## src/rtl/ula_sequenciador_entrada.sv

```systemverilog
// rtl/ula_sequenciador_entrada.sv - operand-entry sequencer for the 6-bit ULA; optional debouncer under ULA_SEQ_DEBOUNCE_EN
module ula_sequenciador_entrada #(
   parameter int WIDTH           = 6,
   parameter int LAT_ULA         = 3,
   parameter int DEBOUNCE_CICLOS = 16
) (
   input  logic             clk,
   input  logic             reset,
   input  logic [WIDTH-1:0] dado_in,
   input  logic [2:0]       op_in,
   input  logic             modo_in,
   input  logic             botao,
   input  logic             cancelar,
   output logic [WIDTH-1:0] ula_a,
   output logic [WIDTH-1:0] ula_b,
   output logic [2:0]       ula_operacao,
   output logic             ula_modo,
   output logic             ula_rst,
   input  logic [WIDTH-1:0] ula_resultado,
   input  logic             ula_overflow,
   input  logic             ula_zero,
   output logic [WIDTH-1:0] resultado,
   output logic             overflow,
   output logic             zero,
   output logic             pronto,
   output logic [2:0]       estado
);

   localparam int CW = $clog2(LAT_ULA + 1);

   typedef enum logic [2:0] {
      S_A    = 3'd0,
      S_B    = 3'd1,
      S_OP   = 3'd2,
      S_EXEC = 3'd3,
      S_SHOW = 3'd4
   } estado_t;

   // Elaboration-time sanity check of the parameter set
   if (LAT_ULA < 1 || DEBOUNCE_CICLOS < 2) begin : g_param_invalido
      $error("ula_sequenciador_entrada: LAT_ULA must be >=1 and DEBOUNCE_CICLOS >=2");
   end

   estado_t          est_q, est_d;
   logic [CW-1:0]    cnt, cnt_d;
   logic [WIDTH-1:0] a_d, b_d, res_d;
   logic [2:0]       op_d;
   logic             modo_d, ov_d, z_d, pronto_d;

   logic botao_s1, botao_s2;
   logic nivel, nivel_ant;
   logic press;

   // Two-flop synchronizer for the asynchronous push-button
   always_ff @(posedge clk or negedge reset) begin
      if (!reset) begin
         botao_s1 <= 1'b0;
         botao_s2 <= 1'b0;
      end else begin
         botao_s1 <= botao;
         botao_s2 <= botao_s1;
      end
   end

`ifdef ULA_SEQ_DEBOUNCE_EN
   localparam int DB_CW = $clog2(DEBOUNCE_CICLOS + 1);

   logic [DB_CW-1:0] db_cnt;
   logic             db_nivel;

   // Filtered level follows the synchronized button only after a full run of equal samples
   always_ff @(posedge clk or negedge reset) begin
      if (!reset) begin
         db_cnt   <= '0;
         db_nivel <= 1'b0;
      end else if (botao_s2 != db_nivel) begin
         if (db_cnt == DB_CW'(DEBOUNCE_CICLOS - 1)) begin
            db_nivel <= botao_s2;
            db_cnt   <= '0;
         end else begin
            db_cnt <= db_cnt + DB_CW'(1);
         end
      end else begin
         db_cnt <= '0;
      end
   end

   assign nivel = db_nivel;
`else
   assign nivel = botao_s2;
`endif

   // Previous level for rising-edge detection; a held button yields a single press
   always_ff @(posedge clk or negedge reset) begin
      if (!reset) begin
         nivel_ant <= 1'b0;
      end else begin
         nivel_ant <= nivel;
      end
   end

   assign press = nivel & ~nivel_ant;

   // State, operand, latency counter and captured-result registers
   always_ff @(posedge clk or negedge reset) begin
      if (!reset) begin
         est_q        <= S_A;
         cnt          <= '0;
         ula_a        <= '0;
         ula_b        <= '0;
         ula_operacao <= '0;
         ula_modo     <= 1'b0;
         resultado    <= '0;
         overflow     <= 1'b0;
         zero         <= 1'b0;
         pronto       <= 1'b0;
      end else begin
         est_q        <= est_d;
         cnt          <= cnt_d;
         ula_a        <= a_d;
         ula_b        <= b_d;
         ula_operacao <= op_d;
         ula_modo     <= modo_d;
         resultado    <= res_d;
         overflow     <= ov_d;
         zero         <= z_d;
         pronto       <= pronto_d;
      end
   end

   // ULA reset pulse: high out of reset and for one cycle after an abort
   always_ff @(posedge clk or negedge reset) begin
      if (!reset) begin
         ula_rst <= 1'b1;
      end else begin
         ula_rst <= cancelar;
      end
   end

   // Next-state and next-value logic; abort overrides any same-cycle press
   always_comb begin
      est_d    = est_q;
      cnt_d    = cnt;
      a_d      = ula_a;
      b_d      = ula_b;
      op_d     = ula_operacao;
      modo_d   = ula_modo;
      res_d    = resultado;
      ov_d     = overflow;
      z_d      = zero;
      pronto_d = pronto;

      if (cancelar) begin
         est_d    = S_A;
         pronto_d = 1'b0;
         res_d    = '0;
         ov_d     = 1'b0;
         z_d      = 1'b0;
      end else begin
         case (est_q)
            S_A: begin
               if (press) begin
                  a_d   = dado_in;
                  est_d = S_B;
               end
            end
            S_B: begin
               if (press) begin
                  b_d   = dado_in;
                  est_d = S_OP;
               end
            end
            S_OP: begin
               if (press) begin
                  op_d   = op_in;
                  modo_d = modo_in;
                  cnt_d  = CW'(LAT_ULA);
                  est_d  = S_EXEC;
               end
            end
            S_EXEC: begin
               // ULA inputs stay frozen here; presses are deliberately dropped
               cnt_d = cnt - CW'(1);
               if (cnt == CW'(1)) begin
                  res_d    = ula_resultado;
                  ov_d     = ula_overflow;
                  z_d      = ula_zero;
                  pronto_d = 1'b1;
                  est_d    = S_SHOW;
               end
            end
            S_SHOW: begin
               if (press) begin
                  pronto_d = 1'b0;
                  est_d    = S_A;
               end
            end
            default: begin
               est_d = S_A;
            end
         endcase
      end
   end

   assign estado = est_q;

endmodule

```

## config.mk

```make
export PLATFORM = sky130hd
export DESIGN_NAME = ula_sequenciador_entrada
export DESIGN_NICKNAME = d
export VERILOG_FILES = /design/src/rtl/ula_sequenciador_entrada.sv
export SDC_FILE = /design/constraint.sdc
export NUM_CORES = 1
export LEC_CHECK = 0
export CORE_MARGIN = 2
export CORE_UTILIZATION = 25
export DETAILED_ROUTE_END_ITERATION = 16
export PLACE_DENSITY = 0.49
export SLEW_MARGIN = 20
export SYNTH_ARGS = -nofsm -noshare
export SYNTH_HDL_FRONTEND = slang
export SYNTH_SLANG_ARGS = --single-unit
```

## constraint.sdc

```tcl
create_clock -name clk -period 1.7 [get_ports clk]
set_clock_uncertainty 0.1 [all_clocks]
set_input_delay 0.51 -clock clk [delete_from_list [all_inputs] [get_ports clk]]
set_output_delay 0.51 -clock clk [all_outputs]
set_load 0.02 [all_outputs]
```

* Yosys cells after proc, flatten, opt, wreduce, memory -nomap -nowiden
Cells that the tools add are included.
Storage, ports and cells: flip-flop bits (word level) 34, latch bits 0, memory bits (writable) 0, memory bits (read-only) 0, input port bits 22, memories kept 0
Operators by class: add/sub/neg operators 1, $mul 0, div/mod/pow operators 0, magnitude comparators 0, equality and inequality tests 11, shift-type cells 0, mux-type cells 22, bitwise logic cells 3, reductions and logical operators 12
Operators with widths (number):
- 2-to-1 mux 3 bit | 6
- 2-to-1 mux 6 bit | 3
- inequality test 3 bit (second input constant) | 5
- one-hot mux 3 bit (5 select lines) | 1
- AND reduction 3 bit | 5
- 2-to-1 mux 1 bit | 9
- equality test 3 x 2 -> 1 bit (second input constant) | 2
- nonzero test 2 bit | 3
- AND reduction 5 bit | 1
- one-hot mux 2 bit (2 select lines) | 1
- equality test 3 x 1 -> 1 bit (second input constant) | 1
- equality test 3 bit (second input constant) | 1
- zero test 3 bit | 1
- nonzero test 3 bit | 1
- equality test 2 x 1 -> 1 bit (second input constant) | 1
- 2-to-1 mux 2 bit | 1
- inequality test 2 bit (second input constant) | 1
- NOT 1 bit | 2
- one-hot mux 1 bit (2 select lines) | 1
- AND reduction 2 bit | 1
- subtractor 2 x 1 -> 2 bit (second input constant) | 1
- bitwise AND 1 bit | 1

* Longest topological paths before layout
Gate-level depths: netlist (run 1).
depth after elaboration 5, mapped depth 6, gate-level depth less buffers 5

* Worst setup path after synthesis (run 1)
OpenSTA, ideal clock, no wires.
path kind register to register, start register est_q[0], in the netlist estado[0], end register ula_b[0], library setup time 0.125 ns, arrival time 1.169 ns, required time 1.475 ns, path slack 0.307 ns, cell stages (with the launch flop) 5, buffers on the path 1, clock period less this slack 1.393 ns, cells stage by stage dfrtp_1 buf_6 nor2b_4 nand3_4 mux2_2
On the way: word-level cells in the longest chain between the ends 2
Ends and longest elaborated chain:
- from (decl) | line 44 | estado_t est_q, est_d;
- from (signal assigned) | line 118 | est_q <= est_d;
- equality test 3 x 1 -> 1 bit | line 160 | case (est_q)
- AND reduction 3 bit (no line)
- to (signal assigned) | line 110 | ula_b <= '0;
- to (signal assigned) | line 121 | ula_b <= b_d;
- to (decl) | line 15 | output logic [WIDTH-1:0] ula_b,
No other way between the ends. A chain may end at the register's enable or synchronous reset.

* Worst setup path in the final report (run 1)
start input port cancelar, end register ula_b[2]
On the way: word-level cells in the longest chain between the ends 2
Ends and longest elaborated chain:
- from (decl) | line 13 | input logic cancelar,
- NOT 1 bit (no line)
- AND reduction 3 bit (no line)
No other way between the ends.

==> results of run 1 <==
[cells in the final DEF (no fill, tap or decap)]
cell type and count:
sky130_fd_sc_hd__mux2_2 17, sky130_fd_sc_hd__ha_1 1, sky130_fd_sc_hd__a31oi_1 1, sky130_fd_sc_hd__and4b_1 1, sky130_fd_sc_hd__inv_1 1, sky130_fd_sc_hd__nand3_4 2
sky130_fd_sc_hd__nand4b_4 1, sky130_fd_sc_hd__nand3_1 2, sky130_fd_sc_hd__o22a_1 1, sky130_fd_sc_hd__nor2_1 1, sky130_fd_sc_hd__buf_4 5, sky130_fd_sc_hd__o21a_1 1
sky130_fd_sc_hd__and2b_4 1, sky130_fd_sc_hd__nor3_1 1, sky130_fd_sc_hd__dfstp_2 1, sky130_fd_sc_hd__o211a_1 2, sky130_fd_sc_hd__nand4b_1 1, sky130_fd_sc_hd__nand2_1 18
sky130_fd_sc_hd__a22oi_1 1, sky130_fd_sc_hd__dfrtp_1 33, sky130_fd_sc_hd__buf_12 1, sky130_fd_sc_hd__clkbuf_8 5, sky130_fd_sc_hd__o21bai_1 1, sky130_fd_sc_hd__a21oi_1 9
sky130_fd_sc_hd__clkdlybuf4s50_1 21, sky130_fd_sc_hd__clkinv_2 2, sky130_fd_sc_hd__clkdlybuf4s15_2 1, sky130_fd_sc_hd__dlygate4sd2_1 28, sky130_fd_sc_hd__nand2b_1 1, sky130_fd_sc_hd__nor2_4 2
sky130_fd_sc_hd__nor2b_4 1
[path summary, 6_finish.rpt]
| kind | start | endpoint | slack [ps] | depth (start not counted) |
|---|---|---|---|---|
| max in group asynchronous | reset | ula_rst | 760 | 2 |
| min in group asynchronous | reset | resultado[5] | 500 | 2 |
| worst min-delay path | botao_s1 | botao_s2 | 260 | 0 |
| worst max-delay path | cancelar | ula_b[2] | 50 | 4 |
| worst max register to register | cnt[1] | resultado[4] | 210 | 5 |
| worst min register to register | botao_s1 | botao_s2 | 260 | 0 |
[cell type report]
type | count | area, µm² | share of cell area
clock buffers | 5 | 68.8 | 0.0332
multi-input cells | 66 | 523 | 0.252
flip-flops and latches | 34 | 852 | 0.411
clock inverters | 2 | 10.0 | 0.00483
well taps | 72 | 90.1 | 0.0435
inverters | 1 | 3.75 | 0.00181
repair buffers | 56 | 524 | 0.253
[registers in the layout, summed over array words and instances, names as in the netlist, 2 cells and up]
signal,cells
ula_operacao,3
resultado,6
cnt,2
estado,3
ula_b,6
ula_a,6
[per-stage QoR]
stage	util	worst slack (ps)	cells	power, W
after floorplan	-	307	105	0.00122
after global placement	0.369	-261	228	0.00149
after detailed placement	0.369	-269	228	0.00150
after CTS	0.377	19.1	235	0.00199
after global routing	0.379	7.49	236	0.00207
final	0.379	46.1	236	0.00195
[routing by layer]
layer  track usage  vias to the layer above
met1         0.129                      456
met4        0.0517                        0
met3        0.0432                        5
met5             0                        -
li1              -                      485
met2         0.157                       43
[worst reg2reg max path, cell delays in order (launching register included)]
cell                       delay (ps)
sky130_fd_sc_hd__dfrtp_1          380
sky130_fd_sc_hd__inv_1             60
sky130_fd_sc_hd__ha_1             190
sky130_fd_sc_hd__nand4b_1         380
sky130_fd_sc_hd__nand2_1          190
sky130_fd_sc_hd__a21oi_1           80
[power groups by stage]
stage | clock [W] | combinational [W] | sequential, W
2_1_floorplan | 0 | 0.000143 | 0.00108
3_3_place_gp | 0 | 0.000513 | 0.000978
3_5_place_dp | 0 | 0.000522 | 0.000976
4_1_cts | 0.000564 | 0.000463 | 0.000962
5_1_grt | 0.000606 | 0.000493 | 0.000974
6_report | 0.000534 | 0.000456 | 0.000961
[kinds of logic after synthesis]
logic type	Yosys count
fa+ha+maj	1
flops	34
compound gates	16
mux	17
simple gates	32
buf+inv	5
[what timing repair did]
action,in CTS,in global routing
pin swaps,0,1
gates resized for setup,31,0
setup buffers,0,1
endpoints found under the setup margin,29,3
cloned,0,0
==> impl_summary.md, run 1 <==
Outcome
The run finished with clean final reports.

Setup path
The largest fanout on the critical path is 6. STA classifies the critical path endpoint as a register. The number of buffer and inverter instances along the worst setup path is 1. For this design, the slowest cell found on the critical path is sky130_fd_sc_hd__clkdlybuf4s50_1. STA classifies the critical path startpoint as a primary input. The required time of the critical path is between 1500 and 2000 ps. The critical path start-end classification is in -> reg. Traced cell by cell, the critical path runs through clkdlybuf4s50_1 > nor2_4 > nand3_4 > mux2_2. The largest incremental delay on the critical path is roughly 470 ps.

Data arrives at the worst endpoint at about 1700 ps. The top cell family by delay on the critical path is buffers and inverters.

Layout
After filler insertion, the fill cell instance count of the layout stands at between 500 and 600. The diode insertion count for antenna repair is 0. The area growth from synthesis to layout is 47.1%. The fraction of layout cells with a size suffix above 1 is 0.238. The layout net count is about 190.

After routing the design area is about 2100 µm².

Global route
For this run the aggregate overflow at the end of global routing stands at 0. The first global-routing pass estimated between 4 and 5 mm of wire. The number of antenna violations at the first check in global routing was 0. The overall track demand over capacity in global routing is 0.104. The maximum number of pins on one net before global-route repair is 35. The number of global-route vias before repair is 1004.

Drt
The number of DRC violations after detailed-routing iteration 0 is 29. The routed length on met3 is approximately 260 µm. The detailed route wirelength on metal2 is between 1 and 1.5 mm. The sum of routed wire segments on met1 is between 1 and 1.5 mm. In this run the top signal layer used is met4.

The number of remaining DRC errors is 0. The routed wire length is between 2 and 3 mm. The number of iterations in the first detailed-routing pass is 4. The routed via count is about 990. The average wire per standard cell is about 13 µm.

The remaining number of nets flagged by the antenna check after routing is 0. The number of vias per cell after detailed routing is between 4 and 5.

Synth
For this run, the leading register cell type out of synthesis is sky130_fd_sc_hd__dfrtp_1. The fraction of synthesis flops using an asynchronous set or reset pin is 1.00. The compound-gate portion of the synthesized area is 0.0728. Among all cell types in the netlist, the one instantiated most often is sky130_fd_sc_hd__dfrtp_1.

The combinational family with the most area after synthesis is simple AND/OR/NAND/NOR gates. The average footprint of a synthesized cell is approximately 13 µm². The number of flops mapped to enable cells by yosys is 0. Ranked by total cell area, the synthesized netlist is headed by sky130_fd_sc_hd__dfrtp_1 (59%), sky130_fd_sc_hd__mux2_2 (14%), sky130_fd_sc_hd__nand2_1 (4.8%), sky130_fd_sc_hd__a21oi_1 (3.2%), sky130_fd_sc_hd__nand3_4 (2.5%).

Counting every net in the synthesized netlist gives 128. Of the total synthesized cell area, the portion taken by XOR and XNOR cells is 0. Counting flops and latches in the post-synthesis netlist gives 34. Of the post-synthesis cell area, the dominant cell type holds 0.586. The number of warnings printed during yosys synthesis is 0. The synthesized instance count is 105. The number of distinct library cells after synthesis is 27.

The post-synthesis sequential area ratio is 0.605. The mapped netlist covers around 1400 µm². The commonest cells after synthesis are sky130_fd_sc_hd__dfrtp_1 (33), sky130_fd_sc_hd__nand2_1 (18), sky130_fd_sc_hd__mux2_2 (17). The library cell with the largest summed area after synthesis is sky130_fd_sc_hd__dfrtp_1.

The mux contribution to synthesized area is 0.136. Of the total synthesized cell area, the portion taken by full adders, half adders and majority gates is 0.00888. Of the total synthesized cell area, the portion taken by AND, OR, NAND and NOR gates is 0.154.

Floorplan
The area of the die is 6250 µm². The initial utilization of the core area, before any placement, comes to 0.257. The core region area is about 5500 µm². The die is 79.1 µm wide. The y dimension of the die is around 80 µm. The number of cell rows is 27. The number of I/O pins is between 50 and 60.

Clocking
TritonCTS created 5 clock buffers. In this run the deepest clock path goes through 2 buffers. After clock tree synthesis, the flow added hold-fix buffers numbering 0. Clock tree synthesis found a total of 34 sinks.

TritonCTS built the clock tree. The H-tree was split into 2 levels. The root buffer cell chosen for the clock tree is sky130_fd_sc_hd__clkbuf_8. The clock latency on the worst-skew pair is 270 ps. The clock transition at the registers of the reported paths is around 60 ps.

Pwr
The share of total power dissipated in the clock network is 0.274. The part of the total power dissipated in sequential elements is 0.492. The fraction of power spent switching nets is 0.278.

In this run the power spent charging and discharging nets is between 0.0005 and 0.0006 W. The proportion of power drawn by combinational gates is 0.234. The worst-case IR drop observed on VDD is 0.000372 V. Internal power comes to 0.00141 W.

The power density over cell area is between 900 and 1000 nW/µm². The static leakage power is between 1 and 1.5 nW.

Placement
The post-place instance area is ~2000 µm². The wire-length estimate of the detail-placed layout is roughly 2.2 mm. The number of port buffers is 50. The last weighted congestion value of the routability-driven placer is ~0.73.

Timing
Setup repair after global routing left no endpoint under its margin. The setup total negative slack is 0 ps. Subtracting the final worst setup slack from the clock period gives between 1500 and 2000 ps. The number of hold-slack violations in the final timing report is 0. The pin slew with the least headroom to its limit is 433 ps. The post-route worst hold slack is around 260 ps.

The total of endpoints with negative setup slack in the final report is 0. Derived from the worst setup path, the maximum achievable clock frequency is just over 600 MHz. The final period utilization is 0.973.

The final count of pins violating max slew is 0. The worst pin sits at a relative slew slack of 0.710.

Run
The tool flagged a number of max-cap violations equal to 0.

Hold path
The path class of the tightest hold or removal check is reg -> reg.
(Power assumes the default switching activity.)
==> inputs of run 2 (changes only) <==
==> constraint.sdc (replaced) <==
create_clock -name clk -period 1.9 [get_ports clk]
set_clock_uncertainty 0.1 [all_clocks]
set_input_delay 0.57 -clock clk [delete_from_list [all_inputs] [get_ports clk]]
set_output_delay 0.57 -clock clk [all_outputs]
set_load 0.02 [all_outputs]
==> run 2 against run 1 <==
  * Sequential share of layout area is 0.12 points higher
  * Critical path depth is 3 lower
  * Non-clock buffer count is 1 lower
  * Count of clock-buffer cells in the layout stayed put
  * Final cell count is 0.42% lower
  * Sequential cell count stayed put
  * Global-route usage is 0.29 points higher
  * Via count is 0.30% higher
  * Critical path type is now reg -> out
  * Largest cell class unchanged
==> impl_summary.md, run 2 (synthesis gave the netlist of run 1 again) <==
Setup path
The largest incremental delay on the critical path is 510 ps (+40 ps). The number of cell instances on the worst register-to-register path is 5 (unchanged). The termination of the worst setup path is ula_rst. The start point of the critical path is ula_rst. The nature of the critical path startpoint is a register. The required time of the critical path is 1230 ps (-530 ps).

The slack of the worst reg-to-reg path came to 430 ps (+220 ps). The count of cell instances traversed by the critical path is 1 (-3). The top cell family by delay on the critical path is flip-flops. STA classifies the critical path endpoint as a primary output. In this run the critical register-to-register path is launched from cnt[1]. The cell with the largest stage delay on the worst path is sky130_fd_sc_hd__dfstp_2.

The worst path arrival time is 1110 ps (-600 ps). In this run the critical register-to-register path is captured at resultado[4]. The number of buffer and inverter instances along the worst setup path is 1 (unchanged). The worst setup path is of the reg -> out kind. The largest fanout on the critical path is 1 (-5).

The signal on the critical path passes through dlygate4sd2_1.

Run
The count of max-cap constraint violations was 0 (unchanged).

Clocking
The hold-fix buffer count after cts was 0 (unchanged). The number of H-tree levels is 2 (unchanged). The CTS root buffer is sky130_fd_sc_hd__clkbuf_8. The CTS sink count is 34 (unchanged). The buffer levels on the longest clock path is 2 (unchanged). The clock tree from TritonCTS is done. The count of instances resized after the clock tree is built was 28 (-9.7%).

The clock transition at the registers of the reported paths is 70 ps (about the same). The count of buffers added by post-CTS timing repair for setup was 0 (unchanged). The clock latency on the worst-skew pair was 280 ps (about the same). The number of CTS-inserted buffers is 5 (unchanged).

Hold path
The worst hold path belongs to the class reg -> reg.

Global route
The global-route congestion overflow total is 0 (unchanged). The number of global-route vias before repair is 1008 (+0.40%). The overall track demand over capacity in global routing is 0.107 (+0.00288). The number of antenna violations at the first check in global routing is 0 (unchanged).

The maximum number of pins on one net before global-route repair was 35 (unchanged). The first-pass GRT wire length came to 5.04 mm (+1.4%).

Timing
The final count of pins violating max slew came to 0 (unchanged). The post-route worst hold slack came to 258 ps (+1.66 ps). The pin slew with the least headroom to its limit is 418 ps (-14.3 ps). The total of endpoints with negative setup slack in the final report is 0 (unchanged). The final period utilization is 0.937.

The setup total negative slack came to 0 ps (unchanged). The number of hold-slack violations in the final timing report came to 0 (unchanged). The relative slew slack is 0.720 (+0.00958). The time the final worst path needs with I/O delays and setup is roughly 1800 ps. For this run, the top clock speed supported by timing is 561 MHz. Setup repair after global routing left no endpoint under its margin.

Floorplan
The number of I/O pins is 51 (unchanged). The y dimension of the die is 79.1 µm (unchanged). The x dimension of the die was 79.1 µm (unchanged). The area of the die is 6250 µm² (unchanged). The core region area came to 5470 µm² (unchanged). The number of cell rows was 27 (unchanged).

The initial core utilization is 0.257 (unchanged).

Layout
The fraction of layout cells with a size suffix above 1 is 0.227 (-0.0108). In the layout the commonest cells are sky130_fd_sc_hd__dfrtp_1 (33), sky130_fd_sc_hd__dlygate4sd2_1 (28), sky130_fd_sc_hd__clkdlybuf4s50_1 (21). The layout net count is 186 (-0.53%). From synthesis to final layout, the design area changed by 46.6%.

The most common library cell in the layout ignoring fill and taps is sky130_fd_sc_hd__dfrtp_1. The final standard cell utilization of the core is 0.377 (-0.00114). The diode insertion count for antenna repair is 0 (unchanged). The largest registers in the layout are resultado x6, ula_a x6, ula_b x6.

Pwr
The static leakage power is 1.02 nW (+0.51%). The power density over cell area is 849 nW/µm² (-9.8%). The power after layout is 0.00175 W (-10%). The largest voltage drop on the vdd net was 0.000419 V (+13%).

Drt
The routed wire length came to 3.03 mm (+1.8%). The average wire per standard cell is 12.9 µm (+2.2%). The number of vias per cell after detailed routing was 4.22 (+0.73%). The number of remaining DRC errors came to 0 (unchanged).

The routed via count is 992 (+0.30%). The number of iterations in the first detailed-routing pass is 3 (-1). The number of DRC violations after detailed-routing iteration 0 came to 27 (-6.9%). The remaining number of nets flagged by the antenna check after routing came to 0 (unchanged).

Outcome
The flow ran to the end, and the final reports show no timing, DRC or antenna violations.

Placement
The half-perimeter wire length of the detailed placement result came to 2.20 mm (+1.8%). The number of port buffers came to 50 (unchanged). The last weighted congestion value of the routability-driven placer is 0.728 (unchanged).
run 2: cell types whose count changed in the layout (fill, tap and decap cells not counted):
cell | before | now
sky130_fd_sc_hd__dlymetal6s2s_1 | 0 | 1
sky130_fd_sc_hd__clkdlybuf4s15_2 | 1 | 0
sky130_fd_sc_hd__buf_4 | 5 | 4
run 2: stage by stage:
step                      area, µm²  setup WS [ps]  cells
after floorplan                1410            474    105
after detailed placement       2020           -134    228
after global placement         2020           -121    228
final                          2070            119    235
after CTS                      2060           1.44    235
after global routing           2070           82.1    235
run 2: cell type report:
cell class / count / area [µm²]
well taps: 72 / 90.1
multi-input cells: 66 / 523
inverters: 1 / 3.75
clock inverters: 2 / 10.0
flip-flops and latches: 34 / 852
clock buffers: 5 / 68.8
fillers: 559 / 3410
repair buffers: 55 / 518
run 2: layer usage:
layer	global-route usage	up-vias	part of all wire
met4	0.0569	0	0.021
met1	0.125	462	0.42
met5	0	-	0
met2	0.167	43	0.46
li1	-	482	-
met3	0.0466	5	0.096
run 2: worst min path at each step:
stage / startpoint / to / cells after the start
after floorplan: reset / botao_s1 / 0
after global placement: botao_s1 / botao_s2 / 0
after detailed placement: botao_s1 / botao_s2 / 0
after CTS: botao_s1 / botao_s2 / 0
after global routing: botao_s1 / botao_s2 / 0
final: botao_s1 / botao_s2 / 0
run 2: report_power, final:
group	switching, W	internal [W]
registers	0.0000448	0.000815
clock network	0.000238	0.000245
logic	0.000209	0.000201
total	0.000492	0.00126
